**config.mk**
```make
export PLATFORM = sky130hd
export DESIGN_NAME = pipe_add_stall
export DESIGN_NICKNAME = d
export VERILOG_FILES = /design/src/rtl/pipe_add_pkg.sv /design/src/rtl/pipe_add_stage.sv /design/src/rtl/pipe_add_stall.sv
export SDC_FILE = /design/constraint.sdc
export NUM_CORES = 1
export LEC_CHECK = 0
export CORE_ASPECT_RATIO = 1.75
export CORE_UTILIZATION = 52
export DETAILED_ROUTE_END_ITERATION = 8
export PLACE_DENSITY_LB_ADDON = 0.08
export SLEW_MARGIN = 25
export SYNTH_ARGS = -nofsm -noshare
export SYNTH_HDL_FRONTEND = slang
export SYNTH_SLANG_ARGS = --single-unit
```
**constraint.sdc**
```tcl
create_clock -name clk -period 8.8 [get_ports clk]
set_input_delay 1.32 -clock clk [delete_from_list [all_inputs] [get_ports clk]]
set_output_delay 1.32 -clock clk [all_outputs]
set_load 0.01 [all_outputs]
```
**src/rtl/pipe_add_pkg.sv**
```systemverilog
// Shared constants for the stallable add-a-constant pipeline.
package pipe_add_pkg;

    localparam int MODE_WRAP = 0;
    localparam int MODE_SAT  = 1;

    // Bits needed to count 0..stages valid stages.
    function automatic int occ_width(input int stages);
        return (stages < 1) ? 1 : $clog2(stages + 1);
    endfunction

endpackage

```
**src/rtl/pipe_add_stage.sv**
```systemverilog
// One pipeline register: valid bit with async clear and flush; payload without reset.
module pipe_add_stage #(
    parameter int WIDTH = 32
) (
    input  logic             clk,
    input  logic             rst,
    input  logic             flush,
    input  logic             advance,
    input  logic             prev_valid,
    input  logic [WIDTH-1:0] prev_data,
    input  logic             prev_ovf,
    output logic             valid,
    output logic [WIDTH-1:0] data,
    output logic             ovf
);

    always_ff @(posedge clk or negedge rst) begin
        if (!rst) begin
            valid <= 1'b0;
        end else if (flush) begin
            valid <= 1'b0;
        end else if (advance) begin
            valid <= prev_valid;
        end
    end

    // Payload only moves with a real item, so a stalled or empty stage keeps its contents.
    always_ff @(posedge clk) begin
        if (advance && prev_valid) begin
            data <= prev_data;
            ovf  <= prev_ovf;
        end
    end

endmodule

```
**src/rtl/pipe_add_stall.sv**
```systemverilog
// Adds INCREMENT to each input item and carries it through STAGES stallable registers.
module pipe_add_stall
    import pipe_add_pkg::*;
#(
    parameter int              WIDTH     = 32,
    parameter int              STAGES    = 2,
    parameter longint unsigned INCREMENT = 1,
    parameter int              SATURATE  = MODE_WRAP
) (
    input  logic                            clk,
    input  logic                            rst,
    input  logic                            flush,
    input  logic                            input_valid,
    output logic                            input_ready,
    input  logic [WIDTH-1:0]                x,
    output logic                            output_valid,
    input  logic                            output_ready,
    output logic [WIDTH-1:0]                out,
    output logic                            ovf,
    output logic [occ_width(STAGES)-1:0]    occupancy
);

    localparam int               OCC_W = occ_width(STAGES);
    localparam logic [WIDTH-1:0] INC   = WIDTH'(INCREMENT);

    // Handshake: an item moves across a port on a rising edge where valid && ready are
    // both high; input_ready is combinational from output_ready, flush and rst.
    logic [STAGES-1:0] stage_valid;
    logic [WIDTH-1:0]  stage_data [STAGES];
    logic [STAGES-1:0] stage_ovf;
    logic [STAGES-1:0] advance;

    logic [WIDTH:0]    sum;
    logic              sum_ovf;
    logic [WIDTH-1:0]  sum_data;
    logic              take;

    assign sum      = {1'b0, x} + {1'b0, INC};
    assign sum_ovf  = sum[WIDTH];
    assign sum_data = (SATURATE == MODE_SAT && sum_ovf) ? '1 : sum[WIDTH-1:0];

    // A stage can move when any stage at or downstream of it has a hole, or the sink drains.
    for (genvar k = 0; k < STAGES; k++) begin : g_advance
        assign advance[k] = output_ready || !(&stage_valid[STAGES-1:k]);
    end

    assign input_ready = rst && !flush && advance[0];
    assign take        = input_valid && input_ready;

    for (genvar k = 0; k < STAGES; k++) begin : g_stage
        logic             prev_valid;
        logic [WIDTH-1:0] prev_data;
        logic             prev_ovf;

        if (k == 0) begin : g_head
            assign prev_valid = take;
            assign prev_data  = sum_data;
            assign prev_ovf   = sum_ovf;
        end else begin : g_body
            assign prev_valid = stage_valid[k-1];
            assign prev_data  = stage_data[k-1];
            assign prev_ovf   = stage_ovf[k-1];
        end

        pipe_add_stage #(
            .WIDTH (WIDTH)
        ) u_stage (
            .clk        (clk),
            .rst        (rst),
            .flush      (flush),
            .advance    (advance[k]),
            .prev_valid (prev_valid),
            .prev_data  (prev_data),
            .prev_ovf   (prev_ovf),
            .valid      (stage_valid[k]),
            .data       (stage_data[k]),
            .ovf        (stage_ovf[k])
        );
    end

    always_comb begin
        occupancy = '0;
        for (int k = 0; k < STAGES; k++) begin
            occupancy = occupancy + OCC_W'(stage_valid[k]);
        end
    end

    assign output_valid = stage_valid[STAGES-1];
    assign out          = stage_data[STAGES-1];
    assign ovf          = stage_ovf[STAGES-1];

endmodule

```
==> summary.md, run 1 <==
| Metric | Value |
|---|---|
| Top cells by area, synth | `edfxtp_1 (71%), xnor2_1 (5.4%), xor2_1 (4.1%)` |
| Leading cell type in the layout, fill and taps excluded | `clkdlybuf4s50_1` |
| Slew of the pin with the lowest slew margin | `0.689 ns` |
| Max-slew violation count | `0` |
| First-pass GRT wire length | `between 7 and 8 mm` |
| Buffers added on ports | `73` |
| Violated checks | `DRC` |
| H-tree depth | `3` |
| Filler cells | `336` |
| Layout cells sized above 1 | `0.0970` |
| Final wirelength | `4.82 mm` |
| Nets | `302` |
| Hold wc startpoint | `g_stage[0].u_stage.data[30]` |
| Clock Latency Late Sink | `0.33 ns` |
| Placement Setup Slack | `4.72 ns` |
| Clock buffer depth | `2` |
| DRC Markers | `6` |
| Most frequent cells in the layout | `clkdlybuf4s50_1 (73), edfxtp_1 (66), xnor2_1 (17)` |
| PnR worst setup slack | `4.74 ns` |
| R2R depth | `5` |
| Netlist Area Pre-Place | `2770 um2` |
| Critical Path AT | `2.74 ns` |
| Worst Skew | `between 0.008 and 0.009 ns` |
| Crit path launch type | `primary input` |
| I/O pins | `74` |
| CP Cell Sequence | `clkdlybuf4s50_1, nor2b_1, nor3b_1, clkdlybuf4s50_1` |
| Crit path time final | `4.06 ns` |
| Die ar. | `roughly 5600 um2` |
| Worst R2R Setup Slack | `roughly 6.8 ns` |
| Min-Delay Path Class | `register to register` |
| Min-Delay Endpoint | `g_stage[1].u_stage.data[30]` |
| Syn Area/Cell | `around 15 um2` |
| Reg clk slew, reported paths | `0.07 ns` |
| Max Freq | `approximately 250 MHz` |
| Req. time, crit path | `roughly 7.5 ns` |
| Placer Congestion | `0.824` |
| Synth Register Bits | `68` |
| Leading area contributor after synthesis | `edfxtp_1` |
| CP Capture Type | `output pin` |
| Placed Cells | `305` |
| Critical path peak fanout | `2` |
| Post-synthesis cell type count | `28` |
| Final core occ | `0.745` |
| Vias per cell | `about 5.3` |
| Grt ovf | `0` |
| Pin count of the biggest net entering global routing | `35` |
| Inserted Diodes | `0` |
| Final worst path period share | `0.462` |
| Vias in the first global route | `1653` |
| WHS Path Cells | `0` |
| Inserted Clock Buffers | `9` |
| Worst vdd ir | `0.105 mV` |
| Layout area overhead | `35.9%` |
| Setup TNS Final | `0 ns` |
| Unrepaired setup endpoints after global routing | `false` |
| Initial antenna violation count | `0` |
| Row count | `34` |
| Drt initial violations | `69` |
| Endpoints failing hold | `0` |
| Die Y | `98.6 um` |
| ANT nets after route | `0` |
| Setup bufs post-CTS | `0` |
| Drt wl/cell | `roughly 15 um` |
| Critical path's most frequent cell | `clkdlybuf4s50_1` |
| Initial DRT Pass Iterations | `9` |
| Syn_nets | `218` |
| Worst r2r src | `g_stage[1].u_stage.valid` |
| Hold_buf cts | `0` |
| Synth warn | `0` |
| Outcome | `finished with violations` |
| Max-cap viol count | `0` |
| Clock root buffer | `clkbuf_8` |
| RR Endpoint | `g_stage[0].u_stage.data[16]` |
| Leak Pwr | `around 1.3 nW` |
| Gate Count Post-Synth | `179` |
| Post-DP HPWL | `3.51 mm` |
| Post-synth top area share | `0.714` |
| Post-CTS resize count | `0` |
| Pwr/cell area | `173 nW/um2` |
| Die width | `57.2 um` |
| CTS tree | `yes` |
| Slew HR | `0.536` |
| Final setup viols | `0` |
| Max stage delay on crit path | `0.61 ns` |
| Core area | `approximately 5100 um2` |
| Post-route insts no fill | `about 320` |
| Initial core utilization | `0.548` |
| Pwr Total | `0.651 mW` |
| Crit Path Category | `primary input to output pin` |
| CP max stage cell | `clkdlybuf4s50_1` |
| Global-route usage over all layers | `0.192` |
| Clock tree sinks | `68` |
| Post-synthesis sequential area ratio | `0.733` |
| DR vias | `about 1700` |
==> where the power goes <==
part / total [mW] / switching (mW) / internal (mW)
Clock: 0.226 / 0.108 / 0.118
Sequential: 0.372 / 0.00312 / 0.369
Combinational: 0.0533 / 0.0237 / 0.0295
Total: 0.651 / 0.135 / 0.516
==> worst max path at each step <==
stage,start,to,slack [ns],cells after the start
after floorplan,output_ready,g_stage[1].u_stage.data[0],4.54,2
after global placement,output_ready,input_ready,4.82,4
after detailed placement,output_ready,input_ready,4.72,4
after CTS,output_ready,input_ready,4.72,4
after global routing,output_ready,input_ready,4.64,4
final,output_ready,input_ready,4.74,4
==> cell families after synthesis <==
group	synth area share
compound gates	0.00767
simple gates	0.143
xor+xnor	0.0947
buf+inv	0.0126
flops	0.733
fa+ha+maj	0.00902
==> critical path, delay by kind of cell <==
| kind | cells | cell delay (ns) |
|---|---|---|
| buf+inv | 2 | 1.09 |
| simple gates | 2 | 0.34 |
==> cell usage after synthesis <==
library cell,number
a21boi_0,1
a21oi_1,1
a31o_2,1
and2_1,4
and3_1,2
and3_2,1
and4_1,2
buf_2,1
buf_6,1
dfrtp_1,2
edfxtp_1,66
ha_1,2
inv_1,5
nand2_1,11
nand3_1,14
nand4_1,9
nand4_2,1
nor2_1,7
nor2b_1,1
nor3_1,6
nor3_2,1
nor3b_1,1
nor4_1,2
nor4_2,3
or2_2,2
or3_1,2
xnor2_1,17
xor2_1,13
==> routing by layer <==
metal / vias up / GRT usage / wire, um
li1: 841 / - / -
met1: 791 / 0.189 / 1730
met2: 63 / 0.348 / 2620
met3: 14 / 0.0538 / 309
met4: 0 / 0.107 / 162
met5: - / 0 / 0
==> sequential cells by signal (all words and copies together) (netlist names) <==
register               flops
g_stage.u_stage.data      64
g_stage.u_stage.ovf        2
g_stage.u_stage.valid      2
==> final cells by class <==
| cell class | count | area [um2] | area share |
|---|---|---|---|
| Sequential cell | 68 | 2030 | 0.539 |
| Clock inverter | 3 | 21.3 | 0.00564 |
| Timing Repair Buffer | 75 | 753 | 0.200 |
| Tap cell | 54 | 67.6 | 0.0179 |
| Inverter | 5 | 18.8 | 0.00498 |
| Clock buffer | 13 | 159 | 0.0422 |
| Multi-Input combinational cell | 104 | 718 | 0.191 |
==> through the flow <==
stage                     hold slack [ns]  area [um2]
after floorplan                     0.400        2770
after global placement              0.401        3570
after detailed placement            0.405        3570
after CTS                           0.414        3750
after global routing                0.417        3770
final                               0.418        3770
Note: power is estimated with default switching activity, not from simulation.
==> run 2, diff against run 1 <==
- CORE_UTILIZATION: 52 -> 48
- clock period: 8.8 -> 4.23 ns (I/O delays scaled with it)
==> summary.md, run 2 (synthesis results as in run 1) <==
| Metric | Value |
|---|---|
| Outcome | `complete, no violations` |
| Row count | `36 (+5.9%)` |
| Pin count of the biggest net entering global routing | `35 (unchanged)` |
| Pwr/cell area | `367 nW/um2 (+110%)` |
| Placer Congestion | `0.726 (-12%)` |
| I/O pins | `74 (unchanged)` |
| Psw | `0.272 mW (+100%)` |
| Max Freq | `376 MHz` |
| Unrepaired setup endpoints after global routing | `false` |
| Initial DRT Pass Iterations | `4 (-5)` |
| CTS tree | `yes` |
| Grt ovf | `0 (unchanged)` |
| Buffers added on ports | `73 (unchanged)` |
| Vias per cell | `5.08 (-4.3%)` |
| First-pass GRT wire length | `7.60 mm (-1.4%)` |
| Final instance area | `3830 um2 (+1.5%)` |
| Placement Setup Slack | `1.42 ns (-3.29 ns)` |
| Largest register FFs | `64 (unchanged)` |
| H-tree depth | `3 (unchanged)` |
| DR vias | `1748 (+2.3%)` |
| Slew HR | `0.518 (-0.0183)` |
| Die width | `59.5 um (+3.9%)` |
| Max-slew violation count | `0 (unchanged)` |
| Clock Latency Late Sink | `0.33 ns (about the same)` |
| Die ar. | `6100 um2 (+8.1%)` |
| Biggest register | `g_stage.u_stage.data` |
| Clock tree sinks | `68 (unchanged)` |
| Critical Path AT | `2.03 ns (-0.71 ns)` |
| Hold_buf cts | `0 (unchanged)` |
| Clock power share | `0.370 (+0.023)` |
| Final setup viols | `0 (unchanged)` |
| Slew of the pin with the lowest slew margin | `0.716 ns (+0.0272 ns)` |
| ANT nets after route | `0 (unchanged)` |
| PnR worst setup slack | `1.57 ns (-3.17 ns)` |
| Setup bufs post-CTS | `0 (unchanged)` |
| Post-DP Area | `3600 um2 (+0.77%)` |
| Clock buffer depth | `2 (unchanged)` |
| Worst vdd ir | `0.210 mV (+100%)` |
| Worst Skew | `0.00399 ns (-0.00453 ns)` |
| CP Capture Type | `output pin` |
| Most frequent cells in the layout | `clkdlybuf4s50_1 (73), edfxtp_1 (66), xnor2_1 (17)` |
| Crit path launch type | `primary input` |
| Leading cell type in the layout, fill and taps excluded | `clkdlybuf4s50_1` |
| Req. time, crit path | `3.60 ns (-3.88 ns)` |
| Global-route usage over all layers | `0.181 (-0.0108)` |
| Initial core utilization | `0.497 (-0.0513)` |
| Comb pwr share | `0.080 (-0.002)` |
| Crit path time final | `2.66 ns` |
| Net Sw Frac | `0.193 (-0.0135)` |
| DRC Markers | `0 (-6)` |
| Reg clk slew, reported paths | `0.06 ns (about the same)` |
| Post-DP HPWL | `3.51 mm (-0.21%)` |
| Leak Pwr | `1.28 nW (+1.2%)` |
| Post-CTS resize count | `0 (unchanged)` |
| Core area | `5590 um2 (+10%)` |
| Vias in the first global route | `1737 (+5.1%)` |
| Initial antenna violation count | `0 (unchanged)` |
| Layout cells sized above 1 | `0.0933 (-0.00373)` |
| Inserted Diodes | `0 (unchanged)` |
| Max-cap viol count | `0 (unchanged)` |
| Critical path peak fanout | `3 (+1)` |
| Largest regs | `g_stage.u_stage.data (64), g_stage.u_stage.ovf (2), g_stage.u_stage.valid (2)` |
| Final wirelength | `4.81 mm (-0.10%)` |
| Final worst path period share | `0.629` |
| Reg power frac | `0.551 (-0.020)` |
| Min-Delay Path Class | `register to register` |
| Clock root buffer | `clkbuf_8` |
| Pint | `1.13 mW (+120%)` |
| Inserted Clock Buffers | `9 (unchanged)` |
| Drt initial violations | `33 (-52%)` |
| Endpoints failing hold | `0 (unchanged)` |
| Nets | `302 (unchanged)` |
| Crit Path Category | `primary input to output pin` |
| Drt wl/cell | `14.0 um (-6.5%)` |
| Layout area overhead | `38.0%` |
| Setup TNS Final | `0 ns (unchanged)` |
| Die Y | `103 um (+4.0%)` |
## run 2: changes by cell type in the layout (fill, tap and decap cells not counted), sizes merged
cell and delta:
clkinvlp -1, clkbuf +1, clkinv -1, bufinv +1
## run 2: cell type report
cell class                 count  area (um2)
clock inverter                 2        35.0
clock buffer                  14         163
tap                           76        95.1
fill                         451        1760
multi-input combinational    104         718
timing repair buffer          75         766
inverter                       5        18.8
sequential                    68        2030
## run 2: power by group through the flow
| stage | sequential (mW) | clock (mW) | combinational [mW] |
|---|---|---|---|
| global placement | 0.788 | 0 | 0.108 |
| finish | 0.775 | 0.520 | 0.112 |
| global route | 0.776 | 0.560 | 0.122 |
| detailed placement | 0.789 | 0 | 0.110 |
| floorplan | 0.793 | 0 | 0.0316 |
| CTS | 0.775 | 0.533 | 0.111 |
## run 2: worst max-delay path: stages
cell and delay, ns:
clkdlybuf4s50_1 0.52, nor3b_1 0.27, clkdlybuf4s50_1 0.60
## run 2: worst paths after layout
| path | from | end | slack [ns] | cells past startpoint |
|---|---|---|---|---|
| max | rst | input_ready | 1.57 | 3 |
| min | g_stage[0].u_stage.data[16] | g_stage[1].u_stage.data[16] | 0.42 | 0 |
| max reg2reg | g_stage[1].u_stage.valid | g_stage[0].u_stage.data[30] | 2.26 | 5 |
| min reg2reg | g_stage[0].u_stage.data[16] | g_stage[1].u_stage.data[16] | 0.42 | 0 |
| max in group asynchronous | rst | g_stage[1].u_stage.valid | 3.62 | 1 |
| min in group asynchronous | rst | g_stage[0].u_stage.valid | 0.47 | 1 |
## run 2: metal layers
layer  part of all wire  routed length, um  global-route usage  vias up
met1               0.36               1710               0.176      835
met2               0.57               2760               0.327       60
li1                   -                  -                   -      841
met5                  0                  0                   0        -
met3              0.044                211              0.0427       12
met4              0.028                133               0.121        0
## run 2: through the flow
stage	util	power, mW	hold WS [ns]	std cells
floorplan	-	0.824	0.339	179
global placement	0.645	0.896	0.401	327
detailed placement	0.645	0.900	0.405	327
CTS	0.680	1.42	0.414	343
global route	0.685	1.46	0.419	344
finish	0.685	1.41	0.415	344
